$ cat config.mk
export PLATFORM = sky130hd
export DESIGN_NAME = btn_conditioner
export DESIGN_NICKNAME = d
export VERILOG_FILES = /design/src/rtl/btn_pkg.sv /design/src/rtl/btn_channel.sv /design/src/rtl/btn_conditioner.sv
export SDC_FILE = /design/constraint.sdc
export NUM_CORES = 1
export LEC_CHECK = 0
export BUFFER_PORTS_ARGS = -buffer_cell sky130_fd_sc_hd__buf_2
export CAP_MARGIN = 20
export CORE_MARGIN = 2
export CORE_UTILIZATION = 45
export CTS_CLUSTER_DIAMETER = 60
export DETAILED_ROUTE_END_ITERATION = 6
export PLACE_DENSITY = 0.73
export SLEW_MARGIN = 10
export SYNTH_ARGS = -nofsm -noshare
export SYNTH_HDL_FRONTEND = slang
export SYNTH_SLANG_ARGS = --single-unit
$ cat constraint.sdc
create_clock -name clk -period 1.7 [get_ports clk]
set_clock_uncertainty 0.05 [all_clocks]
set_input_delay 0.17 -clock clk [delete_from_list [all_inputs] [get_ports clk]]
set_output_delay 0.17 -clock clk [all_outputs]
set_load 0.03 [all_outputs]
$ cat src/rtl/btn_pkg.sv
// Shared types and counter-width helpers for the button conditioner.
package btn_pkg;

  typedef enum logic [1:0] {
    IDLE,
    WAIT,
    REPEAT
  } rpt_state_t;

  // Counter width able to hold 0..n-1, never narrower than one bit.
  function automatic int cnt_width(input int n);
    return (n <= 2) ? 1 : $clog2(n);
  endfunction

  function automatic int max2(input int a, input int b);
    return (a > b) ? a : b;
  endfunction

endpackage

$ cat src/rtl/btn_channel.sv
// One button: 2-flop sync, debounce, registered press/release/action pulses.
// Raw-to-level latency DEBOUNCE_CYCLES+2 edges; no backpressure, events are one-cycle pulses.
module btn_channel
  import btn_pkg::*;
#(
  parameter int DEBOUNCE_CYCLES = 16,
  parameter int REPEAT_DELAY    = 48,
  parameter int REPEAT_RATE     = 8
) (
  input  logic clk,
  input  logic rst,
  input  logic raw_i,
  output logic level_o,
  output logic press_o,
  output logic release_o,
  output logic action_o
);

  localparam int CNT_W  = cnt_width(DEBOUNCE_CYCLES);
  localparam int RCNT_W = cnt_width(max2(REPEAT_DELAY, REPEAT_RATE));

  localparam logic [CNT_W-1:0]  CNT_LAST   = CNT_W'(DEBOUNCE_CYCLES - 1);
  localparam logic [RCNT_W-1:0] DELAY_LAST = RCNT_W'(REPEAT_DELAY - 1);
  localparam logic [RCNT_W-1:0] RATE_LAST  = RCNT_W'(REPEAT_RATE - 1);

  logic              s1_q, s2_q;
  logic [CNT_W-1:0]  cnt_q, cnt_d;
  logic              level_q, level_d;
  logic              press_q, press_d;
  logic              release_q, release_d;
  logic              action_q, action_d;
  rpt_state_t        state_q, state_d;
  logic [RCNT_W-1:0] rcnt_q, rcnt_d;
  logic              toggle;

  always_comb begin
    cnt_d   = cnt_q;
    level_d = level_q;
    toggle  = 1'b0;
    if (s2_q == level_q) begin
      cnt_d = '0;
    end else if (cnt_q == CNT_LAST) begin
      toggle  = 1'b1;
      level_d = ~level_q;
      cnt_d   = '0;
    end else begin
      cnt_d = cnt_q + CNT_W'(1);
    end
    press_d   = toggle & ~level_q;
    release_d = toggle & level_q;
  end

  // A release wins over a repeat that lands on the same edge.
  always_comb begin
    state_d  = state_q;
    rcnt_d   = rcnt_q;
    action_d = 1'b0;
    if (release_d) begin
      state_d = IDLE;
      rcnt_d  = '0;
    end else if (press_d) begin
      state_d  = WAIT;
      rcnt_d   = '0;
      action_d = 1'b1;
    end else begin
      case (state_q)
        WAIT: begin
          if (rcnt_q == DELAY_LAST) begin
            state_d  = REPEAT;
            rcnt_d   = '0;
            action_d = 1'b1;
          end else begin
            rcnt_d = rcnt_q + RCNT_W'(1);
          end
        end
        REPEAT: begin
          if (rcnt_q == RATE_LAST) begin
            rcnt_d   = '0;
            action_d = 1'b1;
          end else begin
            rcnt_d = rcnt_q + RCNT_W'(1);
          end
        end
        default: begin
          state_d = IDLE;
          rcnt_d  = '0;
        end
      endcase
    end
  end

  always_ff @(posedge clk) begin
    if (rst) begin
      s1_q      <= 1'b0;
      s2_q      <= 1'b0;
      cnt_q     <= '0;
      level_q   <= 1'b0;
      press_q   <= 1'b0;
      release_q <= 1'b0;
      action_q  <= 1'b0;
      state_q   <= IDLE;
      rcnt_q    <= '0;
    end else begin
      s1_q      <= raw_i;
      s2_q      <= s1_q;
      cnt_q     <= cnt_d;
      level_q   <= level_d;
      press_q   <= press_d;
      release_q <= release_d;
      action_q  <= action_d;
      state_q   <= state_d;
      rcnt_q    <= rcnt_d;
    end
  end

  assign level_o   = level_q;
  assign press_o   = press_q;
  assign release_o = release_q;
  assign action_o  = action_q;

endmodule

$ cat src/rtl/btn_conditioner.sv
// NUM_BTN independent debounced button channels with auto-repeat.
// Latency DEBOUNCE_CYCLES+2 edges raw-to-level; no backpressure, all outputs are flops.
module btn_conditioner
  import btn_pkg::*;
#(
  parameter int NUM_BTN         = 4,
  parameter int DEBOUNCE_CYCLES = 16,
  parameter int REPEAT_DELAY    = 48,
  parameter int REPEAT_RATE     = 8
) (
  input  logic               clk,
  input  logic               rst,
  input  logic [NUM_BTN-1:0] btn_raw,
  output logic [NUM_BTN-1:0] btn_level,
  output logic [NUM_BTN-1:0] btn_press,
  output logic [NUM_BTN-1:0] btn_release,
  output logic [NUM_BTN-1:0] btn_action
);

  for (genvar i = 0; i < NUM_BTN; i++) begin : g_ch
    btn_channel #(
      .DEBOUNCE_CYCLES(DEBOUNCE_CYCLES),
      .REPEAT_DELAY   (REPEAT_DELAY),
      .REPEAT_RATE    (REPEAT_RATE)
    ) u_ch (
      .clk      (clk),
      .rst      (rst),
      .raw_i    (btn_raw[i]),
      .level_o  (btn_level[i]),
      .press_o  (btn_press[i]),
      .release_o(btn_release[i]),
      .action_o (btn_action[i])
    );
  end

endmodule
## Word-level counts from Yosys, hierarchy flattened

Index checks and enable logic that the tools add are counted.

- Register bits: 72
- Latch bits: 0
- Memory bits (writable): 0
- Bits in read-only memories: 0
- Input bits: 6
- Output and inout bits: 16
- Word-level logic and storage cells: 176
- Memories kept: 0

- $add $sub $neg: 8
- Multiply operators: 0
- Div/mod/pow operators: 0
- Order comparisons: 0
- Eq/ne operators: 36
- Shift operators: 0
- Multiplexer cells: 48
- Bitwise operators: 20
- Reduce and logical (&&, ||, !) cells: 24

Operators by type and width:

| kind | number |
|---|---|
| $mux 6 | 8 |
| $pmux 6 s2 | 4 |
| $add 6x1->6 const B | 4 |
| $eq 6x3->1 const B | 4 |
| $eq 6x6->1 const B | 4 |
| $mux 1 | 24 |
| $reduce_and 2->1 | 12 |
| $reduce_or 3->1 | 8 |
| $add 4x1->4 const B | 4 |
| $eq 4x4->1 const B | 4 |
| $ne 2x1->1 const B | 8 |
| $pmux 2 s2 | 4 |
| $ne 3x1->1 const B | 4 |
| $not 1->1 | 12 |
| $and 1x1->1 | 8 |
| $eq 2x1->1 const B | 4 |
| $eq 2x2->1 const B | 4 |
| $mux 2 | 4 |
| $pmux 1 s2 | 4 |
| $reduce_or 2->1 | 4 |
| $eq 1x1->1 | 4 |

## Depth between registers and ports, before layout

- Word-level depth: 6
- Depth in mapped cells: 6
- Gate-level depth less buffers: 6

## Hierarchy

Synthesis repeated with hierarchy kept, for this count alone.

- Cells, all modules: 302
- Area, all modules: 3019.1 um2

By module, submodules not included:

| module | times used | cells each | area an instance (um2) | seq. area each (um2) |
|---|---|---|---|---|
| btn_channel (g_ch[0].u_ch ...) | 3 | 75 | 750.7 | 360.3 |
| btn_channel (g_ch[3].u_ch) | 1 | 77 | 767.0 | 360.3 |

## Worst setup path after synthesis

No wires, ideal clock.

- Kind: reg-to-reg
- From: register g_ch[2].u_ch.cnt_q[0]
- To: register g_ch[2].u_ch.action_q
- Setup time: 0.071 ns
- Data arrival time: 1.323 ns
- Data required time: 1.579 ns
- Setup slack: 0.257 ns
- Stages on the path, launching flop included: 6
- Buffers on the path: 0
- Clock period less this slack: 1.443 ns
- Cells stage by stage: dfxtp_1 > ha_1 > nand3_1 > nor2_2 > or4_1 > a21oi_1

- Cells in the longest elaborated chain, start to end: 5
- Elaborated cells between the ends (all ways): 7
- Those cells by class: eq/ne (1); mux (3); bitwise (2); reduce/logical (1)

RTL lines:

| item | RTL line | RTL |
|---|---|---|
| start, declared | btn_channel.sv:27 | `logic [CNT_W-1:0] cnt_q, cnt_d;` |
| start signal, assigned | btn_channel.sv:106 | `cnt_q <= cnt_d;` |
| $eq 4x4->1 (*) | btn_channel.sv:42 | `end else if (cnt_q == CNT_LAST) begin` |
| $mux 1 (*) | btn_channel.sv:42 |  |
| $mux 1 (*) | btn_channel.sv:40 | `if (s2_q == level_q) begin` |
| $and 1x1->1 (on tied branches) | btn_channel.sv:49, btn_channel.sv:50 |  |
| $mux 1 or $reduce_or 2->1 (tied branches) | -- |  |
| end signal, assigned | btn_channel.sv:110 | `action_q <= action_d;` |
| end, declared | btn_channel.sv:31 | `logic action_q, action_d;` |

Mark *: on every way between the ends. The rest lies on a longest branch, timed or not.
A chain may end at the register's enable or synchronous reset.

## Worst setup path in the final report

- From: register g_ch[0].u_ch.cnt_q[0]
- To: register g_ch[0].u_ch.rcnt_q[5]

- Cells in the longest elaborated chain, start to end: 5
- Elaborated cells between the ends (all ways): 6
- Those cells by class: eq/ne (1); mux (2); bitwise (2); reduce/logical (1)

RTL lines:

| item | RTL line | RTL |
|---|---|---|
| start, declared | btn_channel.sv:27 |  |
| start signal, assigned | btn_channel.sv:106 |  |
| $eq 4x4->1 (*) | btn_channel.sv:42 |  |
| $mux 1 (*) | btn_channel.sv:42 |  |
| $mux 1 (*) | btn_channel.sv:40 |  |
| $and 1x1->1 (on tied branches) | btn_channel.sv:50, btn_channel.sv:49 |  |
| $reduce_or 3->1 (no line) (*) | -- |  |
| end signal, assigned | btn_channel.sv:112 | `rcnt_q <= rcnt_d;` |
| end, declared | btn_channel.sv:33 | `logic [RCNT_W-1:0] rcnt_q, rcnt_d;` |

Marks and branches as above.

==> results.md <==
* Total CTS buffers at 9
* CTS H-tree depth at 3
* Syn-to-layout area delta at 9.259%
* Share of layout cells above drive strength 1 at 13.66%
* Post-synth EDFFs at 0
* Cell area after layout at 3322 um^2
* Vias in the first global route at 2,014
* Max incr delay on CP at 0.38 ns
* CP required at 1.92 ns
* Critical path cell sequence: ha_1 -> and3_1 -> nor2b_2 -> a2111o_1 -> nor2_1
* Leak pwr at 1.263 nW
* Clock-pin slew on the worst setup and hold paths at 0.07 ns
* Placement Setup Slack at 0.09659 ns
* Global route total overflow at 0
* CTS root buffer: clkbuf_8
* Hold slack at 0.01324 ns
* Synthesized cell area at 3040 um^2
* Area leader, netlist: dfxtp_1
* Placed cell count at 404
* CTS tree: yes
* Number of synthesized register bits at 72
* Crit Path Max Fanout at 5
* Post-layout util at 51.43%
* Ys Warns at 0
* Row Count at 29
* Number of I/O pins at 22
* Relative slew slack at 73.16%
* Worst r2r src: g_ch[0].u_ch.cnt_q[0]$_SDFF_PP0_
* DRT iter0 DRCs at 84
* Sink Count at 72
* Minimum clock period at 1.543 ns
* Die Ht at 86.20 um
* Synth unique cells at 42
* Via/cell ratio at 5.081
* Status: completed
* Detailed Place HPWL at 3354 um
* Post-route insts no fill at 421
* Post-Syn Area per Cell at 9.355 um^2
* Synth top area share at 47.41%
* Gp weighted congestion at 0.8145
* RSZ-0062 raised after global routing: false
* Longest Clk Path Bufs at 2
* Initial Util at 47.07%
* Die area at 7430 um^2
* Skew-Pair Late Insertion Delay at 0.32 ns
* Initial antenna violation count at 0
* Hold Crit Class: primary input to register
* Worst slew pin tran at 0.4011 ns
* PortBufs at 21
* N_diodes at 0
* Fin Setup TNS at 0 ns
* Sequential share of the synthesized area at 47.41%
* Synth Net Count at 347
* Largest net degree at the start of global routing at 23
* Final slew viol count at 0
* Max-cap violation count at 0
* Core ar. at 6459 um^2
* CP max-delay cell: a2111o_1
* Die width at 86.20 um
* NumNets Final at 361
* CP Launch Type: register
* Overall Power at 2.977 mW
* Synth area leaders: dfxtp_1, ha_1, nor2_1
* First-pass detailed-route iteration total at 4
* CP Capture Type: register
* DRC viols at 0
* Synth Instances at 325
* All-Layer GR Usage at 14.31%
* Final wirelength at 4719 um
* Beginning of the critical path: g_ch[0].u_ch.cnt_q[0]$_SDFF_PP0_
* Fin worst setup slack at 0.1572 ns
* Min-delay src: btn_raw[3]
* PwrDens at 896.2 nW/um^2
* Routed wire per std cell at 11.21 um
* DP Area at 3124 um^2
* Final worst-path cycle share at 90.75%
* Fmax at 648.2 MHz
* Final Hold Fails at 0
* Synth Flop Type: dfxtp_1
* First-pass GRT wire length at 8487 um
* Peak VDD IR at 0.4264 mV
* Ys async rst share at 0%
* Post-CTS Setup Inserts at 0
* Final setup vio count at 0
* Class of the most critical setup path: register to register
* Vias at 2,139
* CP arrival at 1.76 ns
* Post-route ant nets at 0
[synthesized netlist by cell type, types with 3 or more instances]
| master | n |
|---|---|
| a21oi_1 | 9 |
| nor4_1 | 5 |
| o21ai_0 | 4 |
| and3_1 | 7 |
| dfxtp_1 | 72 |
| a2111o_1 | 3 |
| ha_1 | 16 |
| nand2_1 | 9 |
| nor2_1 | 49 |
| nor3b_1 | 3 |
| or3_1 | 4 |
| xnor2_1 | 11 |
| buf_4 | 16 |
| nor3_1 | 8 |
| nor2b_1 | 9 |
| nand3b_1 | 4 |
| clkbuf_1 | 6 |
| inv_1 | 17 |
| nand2b_1 | 4 |
| o31ai_1 | 3 |
| o21bai_1 | 4 |
| xor2_1 | 16 |
| nand3_1 | 19 |
| nor4b_1 | 4 |
[flip-flops by register name, summed over array words and instances, names as in the netlist]
signal / cells
g_ch.u_ch.release_o: 4
g_ch.u_ch.cnt_q: 16
g_ch.u_ch.action_o: 4
g_ch.u_ch.s2_q: 4
g_ch.u_ch.press_o: 4
g_ch.u_ch.s1_q: 4
g_ch.u_ch.rcnt_q: 24
g_ch.u_ch.state_q: 8
g_ch.u_ch.level_o: 4
[report_power, final]
part	internal (mW)	switching, mW
Clock	0.649	0.573
Combinational	0.0228	0.0286
Sequential	1.70	0.00611
Total	2.37	0.607
[routing by layer]
metal	up-vias	routed length, um	GRT usage (%)
li1	1118	-	-
met1	979	2344	16.92
met2	32	2123	23.61
met3	10	152	4.000
met4	0	98	7.670
met5	-	0	0
[final timing paths]
path                                            end  slack, ns  cells after the start
hold / removal         g_ch[3].u_ch.s1_q$_SDFF_PP0_       0.01                      2
hold reg to reg    g_ch[1].u_ch.cnt_q[0]$_SDFF_PP0_       0.39                      1
setup / recovery  g_ch[0].u_ch.rcnt_q[5]$_SDFF_PP0_       0.16                      5
setup reg to reg  g_ch[0].u_ch.rcnt_q[5]$_SDFF_PP0_       0.16                      5
[placed cells by master, fill, tap and decap left out, drive strengths merged, types with 4 or more instances in the layout]
| cell type | count |
|---|---|
| a21oi | 9 |
| and3 | 7 |
| buf | 25 |
| clkbuf | 14 |
| dfxtp | 72 |
| ha | 16 |
| inv | 17 |
| nand2 | 9 |
| nand2b | 4 |
| nand3 | 19 |
| nand3b | 4 |
| nor2 | 50 |
| nor2b | 9 |
| nor3 | 8 |
| nor3b | 4 |
| nor4 | 5 |
| nor4b | 4 |
| o21ai | 6 |
| o21bai | 4 |
| or3 | 4 |
| xnor2 | 12 |
| xor2 | 16 |
[logic make-up (layout without fill, tap and decap cells)]
group | count (synthesis) | count (layout) | synth area share, %
AOI/OAI and AO/OA | 36 | 36 | 8.354
xor gates and xnor gates | 28 | 28 | 8.313
adders and majority gates | 16 | 16 | 6.584
buffers and inverters | 40 | 59 | 6.955
DFF | 72 | 72 | 47.41
and+or+nand+nor | 133 | 133 | 22.39
[area by class of cell]
cell class / count / area, um^2
tap: 77 / 96.34
clock inverter: 2 / 12.51
multi-input combinational: 213 / 1390
timing repair buffer: 26 / 145.1
fill: 586 / 3137
clock buffer: 14 / 172.7
inverter: 17 / 63.81
sequential: 72 / 1441
[what timing repair did]
| item | in CTS | in global routing |
|---|---|---|
| gates resized for setup | 0 | 1 |
| hold buffers | 1 | 0 |
| endpoints found under the hold margin | 1 | 0 |
| endpoints found under the setup margin | 0 | 1 |
[critical path, delay by kind of cell (launching register included)]
kind | cells | cell delay [ns]
AND/OR/NAND/NOR | 3 | 0.53
adder cells (fa/ha/maj) | 1 | 0.22
flip-flops | 1 | 0.33
AO/OA/AOI/OAI | 1 | 0.38
No activity file was read; power rests on OpenSTA's default activity.
